$ cat src/rtl/attn_pkg.sv
// Shared types and defaults for the attention-engine score sequencer.
package attn_pkg;

    typedef enum logic [2:0] {
        Q_PHASE,
        K_PHASE,
        CAPTURE,
        NORM_START,
        NORM_WAIT,
        EMIT
    } attn_seq_state_t;

    localparam int ATTN_N_FEAT_DEF       = 4;
    localparam int ATTN_N_KEYS_DEF       = 4;
    localparam int ATTN_NORM_TIMEOUT_DEF = 255;

endpackage

$ cat src/rtl/attn_seq_ctrl_if.sv
// Stream, datapath-strobe and result handshake bundle for attn_seq_ctrl.
interface attn_seq_ctrl_if #(
    parameter int N_KEYS = 4
);
    localparam int KW = $clog2(N_KEYS);

    logic          s_vld;
    logic          s_rdy;
    logic          load_q;
    logic          mac_en;
    logic          ex_cap;
    logic          mac_clr;
    logic [KW-1:0] key_idx;
    logic          norm_start;
    logic          norm_done;
    logic          m_vld;
    logic          m_rdy;
    logic [KW-1:0] m_idx;
    logic          m_last;
    logic          err;

    // Environment side: byte source, normaliser and result sink.
    modport master (
        output s_vld, norm_done, m_rdy,
        input  s_rdy, load_q, mac_en, ex_cap, mac_clr, key_idx,
               norm_start, m_vld, m_idx, m_last, err
    );

    // Sequencer side.
    modport slave (
        input  s_vld, norm_done, m_rdy,
        output s_rdy, load_q, mac_en, ex_cap, mac_clr, key_idx,
               norm_start, m_vld, m_idx, m_last, err
    );
endinterface

$ cat src/rtl/attn_wrap_cnt.sv
// Power-of-two wrapping counter with synchronous clear and terminal flag.
module attn_wrap_cnt #(
    parameter int WIDTH = 2
) (
    input  logic             clk,
    input  logic             rst_n,
    input  logic             clr,
    input  logic             inc,
    output logic [WIDTH-1:0] cnt,
    output logic             at_max
);

    always_ff @(posedge clk) begin
        if (!rst_n || clr) begin
            cnt <= '0;
        end else if (inc) begin
            cnt <= cnt + WIDTH'(1);
        end
    end

    assign at_max = (cnt == '1);

endmodule

$ cat src/rtl/attn_seq_ctrl.sv
// Score-datapath sequencer: q/k byte intake, capture strobes, normaliser hand-off, result emit.
// Optional normaliser timeout with sticky err: define ATTN_SEQ_TIMEOUT_EN.
module attn_seq_ctrl
    import attn_pkg::*;
#(
    parameter int N_FEAT       = ATTN_N_FEAT_DEF,
    parameter int N_KEYS       = ATTN_N_KEYS_DEF,
    parameter int NORM_TIMEOUT = ATTN_NORM_TIMEOUT_DEF
) (
    input logic            clk,
    input logic            rst_n,
    attn_seq_ctrl_if.slave bus
);

    localparam int FW = $clog2(N_FEAT);
    localparam int KW = $clog2(N_KEYS);

    attn_seq_state_t state, state_nx;

    logic [FW-1:0] feat_cnt;
    logic [KW-1:0] key_cnt;
    logic [KW-1:0] emit_cnt;
    logic          feat_last, key_last, emit_last;
    logic          to_hit;
    logic          err_q;

    attn_wrap_cnt #(.WIDTH(FW)) u_feat_cnt (
        .clk    (clk),
        .rst_n  (rst_n),
        .clr    (1'b0),
        .inc    (state == K_PHASE && bus.s_vld),
        .cnt    (feat_cnt),
        .at_max (feat_last)
    );

    attn_wrap_cnt #(.WIDTH(KW)) u_key_cnt (
        .clk    (clk),
        .rst_n  (rst_n),
        .clr    (1'b0),
        .inc    (state == CAPTURE),
        .cnt    (key_cnt),
        .at_max (key_last)
    );

    attn_wrap_cnt #(.WIDTH(KW)) u_emit_cnt (
        .clk    (clk),
        .rst_n  (rst_n),
        .clr    (1'b0),
        .inc    (state == EMIT && bus.m_rdy),
        .cnt    (emit_cnt),
        .at_max (emit_last)
    );

`ifdef ATTN_SEQ_TIMEOUT_EN
    localparam int TW = $clog2(NORM_TIMEOUT + 1);
    logic [TW-1:0] to_cnt;

    // Counter is zeroed while in NORM_START so each wait starts fresh.
    always_ff @(posedge clk) begin
        if (!rst_n) begin
            to_cnt <= '0;
            err_q  <= 1'b0;
        end else begin
            if (state == NORM_START) begin
                to_cnt <= '0;
            end else if (state == NORM_WAIT && !bus.norm_done) begin
                to_cnt <= to_cnt + TW'(1);
            end
            if (to_hit) begin
                err_q <= 1'b1;
            end
        end
    end

    assign to_hit = (state == NORM_WAIT) && !bus.norm_done &&
                    (to_cnt == TW'(NORM_TIMEOUT - 1));
`else
    assign to_hit = 1'b0;
    assign err_q  = 1'b0;
`endif

    always_ff @(posedge clk) begin
        if (!rst_n) begin
            state <= Q_PHASE;
        end else begin
            state <= state_nx;
        end
    end

    always_comb begin
        state_nx = state;
        case (state)
            Q_PHASE:    if (bus.s_vld) state_nx = K_PHASE;
            K_PHASE:    if (bus.s_vld) state_nx = feat_last ? CAPTURE : Q_PHASE;
            CAPTURE:    state_nx = key_last ? NORM_START : Q_PHASE;
            NORM_START: state_nx = NORM_WAIT;
            NORM_WAIT:  if (bus.norm_done || to_hit) state_nx = EMIT;
            EMIT:       if (bus.m_rdy && emit_last) state_nx = Q_PHASE;
            default:    state_nx = Q_PHASE;
        endcase
    end

    always_comb begin
        bus.s_rdy      = (state == Q_PHASE) || (state == K_PHASE);
        bus.load_q     = (state == Q_PHASE) && bus.s_vld;
        bus.mac_en     = (state == K_PHASE) && bus.s_vld;
        bus.ex_cap     = (state == CAPTURE);
        bus.mac_clr    = (state == CAPTURE);
        bus.norm_start = (state == NORM_START);
        bus.m_vld      = (state == EMIT);
        bus.m_idx      = emit_cnt;
        bus.m_last     = (state == EMIT) && emit_last;
        bus.key_idx    = key_cnt;
        bus.err        = err_q;
    end

endmodule

$ cat src/flat_wrapper.sv
// flat-port wrapper written by rule: the top's interface ports become plain ports
module attn_seq_ctrl_flat import attn_pkg::*;
#(
    parameter int N_FEAT       = ATTN_N_FEAT_DEF,
    parameter int N_KEYS       = ATTN_N_KEYS_DEF,
    parameter int NORM_TIMEOUT = ATTN_NORM_TIMEOUT_DEF
)
  (clk, rst_n, bus_s_vld, bus_norm_done, bus_m_rdy, bus_s_rdy, bus_load_q, bus_mac_en, bus_ex_cap, bus_mac_clr, bus_key_idx, bus_norm_start, bus_m_vld, bus_m_idx, bus_m_last, bus_err);
  attn_seq_ctrl_if #(.N_KEYS(N_KEYS)) bus_i ();
  input logic clk;
  input logic rst_n;
  input wire logic [$bits(bus_i.s_vld)-1:0] bus_s_vld;
  input wire logic [$bits(bus_i.norm_done)-1:0] bus_norm_done;
  input wire logic [$bits(bus_i.m_rdy)-1:0] bus_m_rdy;
  output wire logic [$bits(bus_i.s_rdy)-1:0] bus_s_rdy;
  output wire logic [$bits(bus_i.load_q)-1:0] bus_load_q;
  output wire logic [$bits(bus_i.mac_en)-1:0] bus_mac_en;
  output wire logic [$bits(bus_i.ex_cap)-1:0] bus_ex_cap;
  output wire logic [$bits(bus_i.mac_clr)-1:0] bus_mac_clr;
  output wire logic [$bits(bus_i.key_idx)-1:0] bus_key_idx;
  output wire logic [$bits(bus_i.norm_start)-1:0] bus_norm_start;
  output wire logic [$bits(bus_i.m_vld)-1:0] bus_m_vld;
  output wire logic [$bits(bus_i.m_idx)-1:0] bus_m_idx;
  output wire logic [$bits(bus_i.m_last)-1:0] bus_m_last;
  output wire logic [$bits(bus_i.err)-1:0] bus_err;
  assign bus_i.s_vld = bus_s_vld;
  assign bus_i.norm_done = bus_norm_done;
  assign bus_i.m_rdy = bus_m_rdy;
  assign bus_s_rdy = bus_i.s_rdy;
  assign bus_load_q = bus_i.load_q;
  assign bus_mac_en = bus_i.mac_en;
  assign bus_ex_cap = bus_i.ex_cap;
  assign bus_mac_clr = bus_i.mac_clr;
  assign bus_key_idx = bus_i.key_idx;
  assign bus_norm_start = bus_i.norm_start;
  assign bus_m_vld = bus_i.m_vld;
  assign bus_m_idx = bus_i.m_idx;
  assign bus_m_last = bus_i.m_last;
  assign bus_err = bus_i.err;
  attn_seq_ctrl #(.N_FEAT(N_FEAT), .N_KEYS(N_KEYS), .NORM_TIMEOUT(NORM_TIMEOUT)) u_core (.clk(clk), .rst_n(rst_n), .bus(bus_i));
endmodule
$ cat config.mk
export PLATFORM = sky130hd
export DESIGN_NAME = attn_seq_ctrl_flat
export DESIGN_NICKNAME = d
export VERILOG_FILES = /design/src/rtl/attn_pkg.sv /design/src/rtl/attn_seq_ctrl_if.sv /design/src/rtl/attn_wrap_cnt.sv /design/src/rtl/attn_seq_ctrl.sv /design/src/flat_wrapper.sv
export SDC_FILE = /design/constraint.sdc
export NUM_CORES = 1
export LEC_CHECK = 0
export BUFFER_PORTS_ARGS = -buffer_cell sky130_fd_sc_hd__clkbuf_2
export CORE_MARGIN = 8
export CORE_UTILIZATION = 35
export CTS_CLUSTER_SIZE = 14
export DETAILED_ROUTE_END_ITERATION = 8
export PLACE_DENSITY_LB_ADDON = 0.12
export RECOVER_POWER = 50
export SYNTH_ARGS = -nofsm -noshare
export SYNTH_HDL_FRONTEND = slang
export SYNTH_HIERARCHICAL = 1
export SYNTH_SLANG_ARGS = --single-unit
$ cat constraint.sdc
create_clock -name clk -period 1.3 [get_ports clk]
set_input_delay 0.13 -clock clk [delete_from_list [all_inputs] [get_ports clk]]
set_output_delay 0.13 -clock clk [all_outputs]
set_load 0.02 [all_outputs]
### Word level (Yosys, flattened, before mapping)

Cells that the tools add are included.

* register bits after elaboration: 9
* latch bits: 0
* memory bits (writable): 0
* memory bits (read-only): 0
* input bits: 5
* output and inout bits: 13
* memories: 0

* add/subtract/negate cells: 3
* multipliers: 0
* div/mod/pow operators: 0
* magnitude comparators: 0
* equality and inequality tests: 12
* shifts and indexed selects: 0
* muxes and demuxes: 7
* bitwise gates (word level): 0
* reductions and logical operators: 8

Operator list (number)
* 3-bit case mux with 6 select lines: 1
* 3-bit 2-to-1 mux: 4
* 2-bit by 1-bit adder with 2-bit output (second input constant): 3
* 2-bit equality test (second input constant): 3
* 3-bit by 2-bit equality test with 1-bit output (second input constant): 2
* 3-bit equality test (second input constant): 2
* 2-bit inequality test (second input constant): 3
* 1-bit logical AND: 5
* 2-bit 2-to-1 mux: 2
* 4-bit AND reduction: 1
* 3-bit by 1-bit equality test with 1-bit output (second input constant): 1
* 3-bit logical NOT: 1
* 2-bit by 1-bit inequality test with 1-bit output (second input constant): 1
* 1-bit logical OR: 1

### Depth between registers and ports, before layout

Gate-level depths: netlist of run 1.

* depth in word-level cells: 4
* gate-level depth with buffers: 5

### Hierarchy

The synthesis of run 1 kept the hierarchy.

Modules (own cells, without submodules)
* attn_wrap_cnt: times used 3, cells each 8, area each 85.1 µm², seq. area each 40.0 µm²
* attn_seq_ctrl: times used 1, cells each 33, area each 252.7 µm², seq. area each 60.1 µm²

### Least setup slack after synthesis of run 1

No wires, ideal clock.

* path kind: reg2reg
* start point: register u_core.state[2]
* end point: register u_core.u_feat_cnt.cnt[1]
* library setup time: 0.114 ns
* arrival: 1.398 ns
* data required time: 1.186 ns
* slack: -0.212 ns
* stages on the path, launching flop included: 6
* cells stage by stage: dfxtp_1 buf_6 nor2_1 and3_1 mux2i_1 nor2_1

* longest elaborated chain between the ends: 2

RTL lines
* start: declaration: RTL line attn_seq_ctrl.sv:18 `attn_seq_state_t state, state_nx;`
* start signal: assignment: RTL line attn_seq_ctrl.sv:86 `state <= state_nx;`
* 3-bit by 1-bit equality test with 1-bit output
* 1-bit logical AND
* net bus_mac_en: RTL line flat_wrapper.sv:17 `output wire logic [$bits(bus_i.mac_en)-1:0] bus_mac_en;`
* end signal: assignment: RTL line attn_wrap_cnt.sv:17 `cnt <= cnt + WIDTH'(1);`
* end: declaration: RTL line attn_wrap_cnt.sv:9 `output logic [WIDTH-1:0] cnt,`

The timed path passes the listed nets, and every way through them passes these cells.
A chain may end at the register's enable or synchronous reset.

### Worst setup path in the final report of run 1

* start point: register u_core.state[1]
* end point: output bus_m_last

* longest elaborated chain between the ends: 2

RTL lines
* 3-bit equality test: RTL line attn_seq_ctrl.sv:112 `bus.m_last = (state == EMIT) && emit_last;`
* 1-bit logical AND: RTL line attn_seq_ctrl.sv:112
* end: declaration: RTL line flat_wrapper.sv:24 `output wire logic [$bits(bus_i.m_last)-1:0] bus_m_last;`

No other way between the ends.

==> tab_implementation.tex, run 1 <==
\begin{tabular}{lr}
\hline
Metric & Value \\
\hline
\multicolumn{2}{l}{\textbf{Route}} \\
\quad Via density per instance & 4.71 \\
\quad \# DRC & 0 \\
\quad DRT antenna net count & 0 \\
\quad Number of design-rule violations left by the first detailed-router iteration & 5 \\
\quad Vias & 457 \\
\quad Wire per inst & approximately 12 µm \\
\quad Total wire length after detailed routing & 1160 µm \\
\quad Iteration count of the initial detailed-routing pass & 4 \\
\multicolumn{2}{l}{\textbf{Clock tree}} \\
\quad CTS max path bufs & 2 \\
\quad Clock-pin slew on the worst setup and hold paths & 60 ps \\
\quad CTS tree & done \\
\quad TritonCTS Buffers & 3 \\
\quad CTS root buffer & sky130\_fd\_sc\_hd\_\_clkbuf\_4 \\
\quad Num Clock Sinks & 9 \\
\quad CTS H-tree depth & 1 \\
\quad Clock network latency to the later pin of the worst-skew pair & 260 ps \\
\multicolumn{2}{l}{\textbf{Placed design}} \\
\quad Post-Place Worst Slack & 70.6 ps \\
\quad Placed insts & 89 \\
\quad Gpl congestion & around 0.73 \\
\quad Port bufs & 16 \\
\quad HPWL after detailed placement & $\sim$830 µm \\
\multicolumn{2}{l}{\textbf{Floorplan}} \\
\quad Vertical die dimension & around 54 µm \\
\quad Count of standard-cell rows & 13 \\
\quad Overall die area & 0.00293 mm² \\
\quad Initial core utilization & between 30\% and 40\% \\
\quad Width of the die & 54.1 µm \\
\quad Std-Cell Core Area & 0.00133 mm² \\
\quad IO Pins & 18 \\
\multicolumn{2}{l}{\textbf{Yosys}} \\
\quad Most numerous cell in the Yosys netlist & sky130\_fd\_sc\_hd\_\_dfxtp\_1 \\
\quad Cell variety after synth & 25 \\
\quad Commonest cells in the netlist & sky130\_fd\_sc\_hd\_\_dfxtp\_1 (9), sky130\_fd\_sc\_hd\_\_nor2\_1 (8), sky130\_fd\_sc\_hd\_\_nand3\_1 (4) \\
\quad Proportion of synthesized chip area in sequential cells & $\sim$35\% \\
\quad Post-synthesis async set-or-reset flop share & 0\% \\
\quad Yosys warning count & 6 \\
\quad Post-synthesis instance total & 57 \\
\quad Proportion of netlist area held by the largest area contributor & a little over a third \\
\quad Mapped cell area & 508 µm² \\
\quad Post-synth EDFFs & 0 \\
\quad Post-synth top area cell & sky130\_fd\_sc\_hd\_\_dfxtp\_1 \\
\quad Synth top area cells & sky130\_fd\_sc\_hd\_\_dfxtp\_1 (35\%), sky130\_fd\_sc\_hd\_\_ha\_1 (7.4\%), sky130\_fd\_sc\_hd\_\_mux2i\_1 (5.9\%), sky130\_fd\_sc\_hd\_\_nor2\_1 (5.9\%), sky130\_fd\_sc\_hd\_\_xnor2\_1 (5.2\%) \\
\quad Most frequently used flop master after synthesis & sky130\_fd\_sc\_hd\_\_dfxtp\_1 \\
\quad Number of storage elements in the synthesis netlist & 9 \\
\quad Synthesized area per cell & 8.91 µm² \\
\multicolumn{2}{l}{\textbf{Cells and area}} \\
\quad Filler cell count in the final layout & between 100 and 150 \\
\quad Post-synthesis to final-layout area growth & 43.1\% \\
\quad Antenna diode count & 0 \\
\quad Layout Nets & 91 \\
\quad Non-Filler Instances & 97 \\
\quad Share of final-layout standard cells stronger than drive strength 1 & roughly two fifths \\
\quad Final core utilization & 54.5\% \\
\multicolumn{2}{l}{\textbf{Min path}} \\
\quad Worst hold path startpoint & rst\_n \\
\quad Count of cells along the worst hold path & 3 \\
\quad Hold WC Path Type & in2reg \\
\multicolumn{2}{l}{\textbf{STA}} \\
\quad Final worst path period need & 1300 ps \\
\quad Accumulated negative setup slack & 0 ps \\
\quad Portion of the clock cycle consumed by the worst path in the final layout & around 100\% \\
\quad Number of pins exceeding their max-slew limit in the final report & 0 \\
\quad Hold Violations, Final & 0 \\
\quad Fmax & 0.770 GHz \\
\quad Final setup viols & 0 \\
\quad Setup Skew & 2.33 ps \\
\quad Unrepaired setup endpoints after global routing & true \\
\quad Final WS setup & 0.994 ps \\
\multicolumn{2}{l}{\textbf{Global route}} \\
\quad First-pass GRT wire length & around 1900 µm \\
\quad Number of antenna violations at the first check in global routing & 0 \\
\quad Pin count of the biggest net entering global routing & 9 \\
\quad Aggregate global-route resource usage & a little under a tenth \\
\quad Via count of the first global-routing pass & 426 \\
\quad Total global routing overflow & 0 \\
\multicolumn{2}{l}{\textbf{Critical path}} \\
\quad Sort of element at the start of the critical path & register \\
\quad Type of the worst setup path & reg2out \\
\quad Crit path DAT & approximately 1200 ps \\
\quad Critical Path Start & u\_core/state[1] \\
\quad Source of the worst register-to-register timing path & u\_core/state[1] \\
\quad Reg2Reg Depth & 5 \\
\quad Worst-path fanout max & 6 \\
\quad Required time of the critical path & 1170 ps \\
\quad CP endpoint kind & output port \\
\multicolumn{2}{l}{\textbf{Outcome}} \\
\quad Outcome & finished, final reports clean \\
\multicolumn{2}{l}{\textbf{Power and ir drop}} \\
\quad Max rail drop VDD & 0.503 mV \\
\quad Power density over the cells & 771 mW/mm² \\
\quad Leakage & 0.326 nW \\
\multicolumn{2}{l}{\textbf{Flow run}} \\
\quad Max cap viols & 0 \\
\hline
\end{tabular}
==> registers in the layout, indices dropped and copies added (netlist names) <==
register,flops
u_core/u_emit_cnt/cnt,2
u_core/u_feat_cnt/cnt,2
u_core/u_key_cnt/cnt,2
u_core/state,3
==> cell usage in the layout, fill, tap and decap left out <==
cell type,instances
sky130_fd_sc_hd__clkbuf_2,6
sky130_fd_sc_hd__nand2b_1,3
sky130_fd_sc_hd__xnor2_1,3
sky130_fd_sc_hd__ha_2,1
sky130_fd_sc_hd__buf_2,1
sky130_fd_sc_hd__nor3_1,1
sky130_fd_sc_hd__a21oi_1,1
sky130_fd_sc_hd__nor2b_4,1
sky130_fd_sc_hd__nor2_2,1
sky130_fd_sc_hd__nand4_1,1
sky130_fd_sc_hd__nand2_1,3
sky130_fd_sc_hd__a32oi_1,1
sky130_fd_sc_hd__clkbuf_8,1
sky130_fd_sc_hd__mux2i_1,3
sky130_fd_sc_hd__clkbuf_4,4
sky130_fd_sc_hd__conb_1,4
sky130_fd_sc_hd__a2111o_1,1
sky130_fd_sc_hd__buf_8,3
sky130_fd_sc_hd__dfxtp_1,7
sky130_fd_sc_hd__and2_4,1
sky130_fd_sc_hd__ha_1,2
sky130_fd_sc_hd__inv_1,2
sky130_fd_sc_hd__nand3_1,4
sky130_fd_sc_hd__and2b_2,2
sky130_fd_sc_hd__dfxtp_4,2
sky130_fd_sc_hd__nor2_1,7
sky130_fd_sc_hd__and3_4,3
sky130_fd_sc_hd__nand3b_1,1
sky130_fd_sc_hd__buf_4,5
sky130_fd_sc_hd__and2b_1,1
sky130_fd_sc_hd__clkbuf_1,5
sky130_fd_sc_hd__nand2b_4,1
==> repair_timing <==
item,in CTS,in global routing
gates resized for setup,17,6
buffers inserted,4,0
pin swaps,3,0
hold buffers,0,0
setup endpoints to repair,6,8
==> path summary, 6_finish.rpt <==
path / end / slack [ps]
min: u_core/state[2] / 200
max: bus_m_last / 1
min reg2reg: u_core/u_feat_cnt/cnt[1] / 500
max reg2reg: u_core/u_emit_cnt/cnt[1] / 30
==> worst max-delay path: stages, from the launching register on <==
cell	delay, ps
sky130_fd_sc_hd__dfxtp_4	360
sky130_fd_sc_hd__and2b_2	240
sky130_fd_sc_hd__and3_4	170
sky130_fd_sc_hd__clkbuf_8	130
==> layer usage <==
layer	GRT usage, %	part of all wire (%)
met4	8.61	2.3
met3	2.48	6.7
met1	9.09	43
met2	14.7	48
met5	0	0
==> metrics by stage <==
stage | power (W) | hold slack (ps) | instance area (µm²)
after detailed placement | 0.000347 | 478 | 611
after global routing | 0.000607 | 196 | 727
final | 0.000560 | 202 | 727
after floorplan | 0.000325 | 276 | 531
after CTS | 0.000572 | 194 | 722
after global placement | 0.000349 | 477 | 611
==> area by class of cell <==
class	count	area (µm²)	share of cell area, %
clock buffer	4	26.3	3.61
multi-input combinational	46	333	45.8
timing repair buffer	21	154	21.2
inverter	2	7.51	1.03
tap	15	18.8	2.58
sequential	9	188	25.8
==> where the power goes <==
group / internal (W) / switching [W] / total, W
sequential: 0.000275 / 0.00000189 / 0.000277
combinational: 0.0000323 / 0.0000400 / 0.0000723
clock: 0.000118 / 0.0000929 / 0.000211
==> cells by family after synthesis <==
| family | count (synthesis) | share of synthesized area, % |
|---|---|---|
| AOI/OAI and AO/OA | 3 | 4.93 |
| muxes | 3 | 5.91 |
| other | 1 | 0.738 |
| buffers and inverters | 5 | 6.65 |
| DFF | 9 | 35.5 |
| adders and majority gates | 3 | 7.39 |
| and+or+nand+nor | 30 | 33.7 |
| xor gates and xnor gates | 3 | 5.17 |
No activity file was read; power rests on OpenSTA's default activity.
==> run 2: changes to the inputs <==
CTS_CLUSTER_DIAMETER = 100   (was default)
clock period = 1.4 ns   (was 1.3 ns; I/O delays follow)
==> run 2 against run 1 <==
- global-route usage decreased by 1.3 points
- combinational power is 20% lower
- clock power down 9%
- design area decreased by 7.6%
- critical path depth is the same
- setup slack improved by 65 ps
- critical path type unchanged
- largest power group unchanged
==> tab_implementation.tex, run 2 (synthesized netlist as in run 1, its figures left out) <==
\begin{tabular}{lr}
\hline
Metric & Value \\
\hline
\multicolumn{2}{l}{\textbf{Global route}} \\
\quad Aggregate global-route resource usage & 7.72\% (was 9.03\%) \\
\quad First-pass GRT wire length & 1680 µm (was 1880 µm) \\
\quad Number of antenna violations at the first check in global routing & 0 (unchanged) \\
\quad Pin count of the biggest net entering global routing & 11 (was 9) \\
\quad Via count of the first global-routing pass & 419 (was 426) \\
\quad Total global routing overflow & 0 (unchanged) \\
\multicolumn{2}{l}{\textbf{Cells and area}} \\
\quad Reg with most FFs & u\_core/state (unchanged) \\
\quad Share of final-layout standard cells stronger than drive strength 1 & 34.2\% (was 39.0\%) \\
\quad Layout Nets & 88 (was 91) \\
\quad Post-synthesis to final-layout area growth & 32.3\% (was 43.1\%) \\
\quad Commonest non-fill, non-tap cells in the layout & sky130\_fd\_sc\_hd\_\_clkbuf\_2 (7), sky130\_fd\_sc\_hd\_\_nor2\_1 (7), sky130\_fd\_sc\_hd\_\_dfxtp\_1 (7), sky130\_fd\_sc\_hd\_\_clkbuf\_1 (6) (was sky130\_fd\_sc\_hd\_\_nor2\_1 (7), sky130\_fd\_sc\_hd\_\_dfxtp\_1 (7), sky130\_fd\_sc\_hd\_\_clkbuf\_2 (6), sky130\_fd\_sc\_hd\_\_clkbuf\_1 (5), sky130\_fd\_sc\_hd\_\_buf\_4 (5)) \\
\quad Final design instance area without fill & 672 µm² (was 727 µm²) \\
\quad Max FFs per register & 3 (unchanged) \\
\quad Multi-input gate area & 325 µm² (was 333 µm²) \\
\quad Antenna diode count & 0 (unchanged) \\
\quad Sequential standard cell area & 188 µm² (unchanged) \\
\quad Filler cell count in the final layout & 139 (was 129) \\
\multicolumn{2}{l}{\textbf{Floorplan}} \\
\quad Vertical die dimension & 54.1 µm (unchanged) \\
\quad Count of standard-cell rows & 13 (unchanged) \\
\quad Overall die area & 0.00293 mm² (unchanged) \\
\quad Initial core utilization & 38.1\% (unchanged) \\
\quad Width of the die & 54.1 µm (unchanged) \\
\quad Std-Cell Core Area & 0.00133 mm² (unchanged) \\
\quad IO Pins & 18 (unchanged) \\
\multicolumn{2}{l}{\textbf{STA}} \\
\quad Final worst path period need & 1330 ps \\
\quad Hold Violations, Final & 0 (unchanged) \\
\quad Fmax & 0.750 GHz \\
\quad Unrepaired setup endpoints after global routing & false (was true) \\
\quad Portion of the clock cycle consumed by the worst path in the final layout & a little over nine tenths \\
\quad Setup Skew & 0.442 ps (was 2.33 ps) \\
\quad Number of pins exceeding their max-slew limit in the final report & 0 (unchanged) \\
\quad Final WS setup & 66.1 ps (was 0.994 ps) \\
\quad Accumulated negative setup slack & 0 ps (unchanged) \\
\quad Min Hold Slack & 216 ps (was 202 ps) \\
\quad Final setup viols & 0 (unchanged) \\
\multicolumn{2}{l}{\textbf{Min path}} \\
\quad Hold WC Path Type & in2reg (unchanged) \\
\multicolumn{2}{l}{\textbf{Outcome}} \\
\quad Outcome & finished, final reports clean (unchanged) \\
\multicolumn{2}{l}{\textbf{Critical path}} \\
\quad Library cell contributing the largest single delay on the critical path & sky130\_fd\_sc\_hd\_\_dfxtp\_4 (unchanged) \\
\quad CP endpoint kind & output port (unchanged) \\
\quad Reg2reg setup slack & 170 ps (was 30 ps) \\
\quad CP Cell Sequence & and2b\_2, and2\_2, buf\_6 (was and2b\_2, and3\_4, clkbuf\_8) \\
\quad Crit path DAT & 1190 ps (was 1170 ps) \\
\quad Worst-path fanout max & 6 (unchanged) \\
\quad Type of the worst setup path & reg2out (unchanged) \\
\quad Sort of element at the start of the critical path & register (unchanged) \\
\quad Peak per-stage delay on the critical path & 370 ps (was 360 ps) \\
\quad Required time of the critical path & 1260 ps (was 1170 ps) \\
\multicolumn{2}{l}{\textbf{Route}} \\
\quad Total wire length after detailed routing & 1040 µm (was 1160 µm) \\
\quad Vias & 430 (was 457) \\
\quad Wire per inst & 11.1 µm (was 12.0 µm) \\
\quad Via density per instance & 4.57 (was 4.71) \\
\quad Number of design-rule violations left by the first detailed-router iteration & 1 (was 5) \\
\quad DRT antenna net count & 0 (unchanged) \\
\quad Iteration count of the initial detailed-routing pass & 3 (was 4) \\
\quad \# DRC & 0 (unchanged) \\
\multicolumn{2}{l}{\textbf{Power and ir drop}} \\
\quad Leakage & 0.305 nW (was 0.326 nW) \\
\quad Power density over the cells & 755 mW/mm² (was 771 mW/mm²) \\
\quad Max rail drop VDD & 0.502 mV (was 0.503 mV) \\
\quad Design Power & 0.000507 W (was 0.000560 W) \\
\multicolumn{2}{l}{\textbf{Clock tree}} \\
\quad CTS root buffer & sky130\_fd\_sc\_hd\_\_clkbuf\_4 (unchanged) \\
\quad CTS tree & done (unchanged) \\
\quad Hold\_buf cts & 0 (unchanged) \\
\quad CTS H-tree depth & 1 (unchanged) \\
\quad CTS max path bufs & 2 (unchanged) \\
\quad Clock-pin slew on the worst setup and hold paths & 60 ps (about the same) \\
\quad TritonCTS Buffers & 3 (unchanged) \\
\quad Num Clock Sinks & 9 (unchanged) \\
\quad Clock network latency to the later pin of the worst-skew pair & 250 ps (was 260 ps) \\
\multicolumn{2}{l}{\textbf{Placed design}} \\
\quad Port bufs & 16 (unchanged) \\
\quad Cell Area, Placed & 604 µm² (was 611 µm²) \\
\quad HPWL after detailed placement & 835 µm (was 826 µm) \\
\quad Gpl congestion & 0.655 (was 0.731) \\
\quad Post-Place Worst Slack & 151 ps (was 70.6 ps) \\
\multicolumn{2}{l}{\textbf{Flow run}} \\
\quad Max cap viols & 0 (unchanged) \\
\hline
\end{tabular}
==> run 2: power breakdown <==
group          total (W)  internal, W  switching (W)  leakage, nW
Combinational  0.0000575    0.0000234      0.0000340        0.216
Clock           0.000192     0.000109      0.0000831       0.0150
Sequential      0.000257     0.000256     0.00000154       0.0744
Total           0.000507     0.000388       0.000119        0.305
==> run 2: final cells by class <==
cell class	count	area share, %
timing repair buffer	18	15.8
inverter	2	1.12
multi-input combinational	46	48.4
tap	15	2.79
clock buffer	4	3.91
sequential	9	27.9
==> run 2: routing by layer <==
layer | track usage [%] | vias to the layer above | part of all wire [%]
li1 | - | 232 | -
met4 | 4.92 | 0 | 0
met1 | 8.64 | 187 | 45
met2 | 11.4 | 11 | 44
met5 | 0 | - | 0
met3 | 3.86 | 0 | 10
==> run 2: worst max-delay path, delay by kind of cell, from the launching register on <==
family | cells | cell delay (ps)
buf+inv | 1 | 130
flops | 1 | 370
simple gates | 2 | 450
==> run 2: what timing repair did <==
action,in CTS,in global routing
endpoints found under the setup margin,5,6
buffers inserted,0,1
resized for setup,3,15
==> run 2: final timing paths <==
kind / startpoint / endpoint / cells after the start
worst min register to register: u_core/state[2] / u_core/state[1] / 1
worst max-delay path: u_core/state[1] / bus_m_vld / 3
worst max register to register: u_core/state[2] / u_core/u_key_cnt/cnt[1] / 5
worst min-delay path: rst_n / u_core/u_emit_cnt/cnt[0] / 3
==> run 2: metrics by stage <==
step,util [%],std cells
global route,50.4,94
floorplan,-,60
CTS,47.8,93
finish,50.4,94
detailed placement,45.3,89
global placement,45.3,89
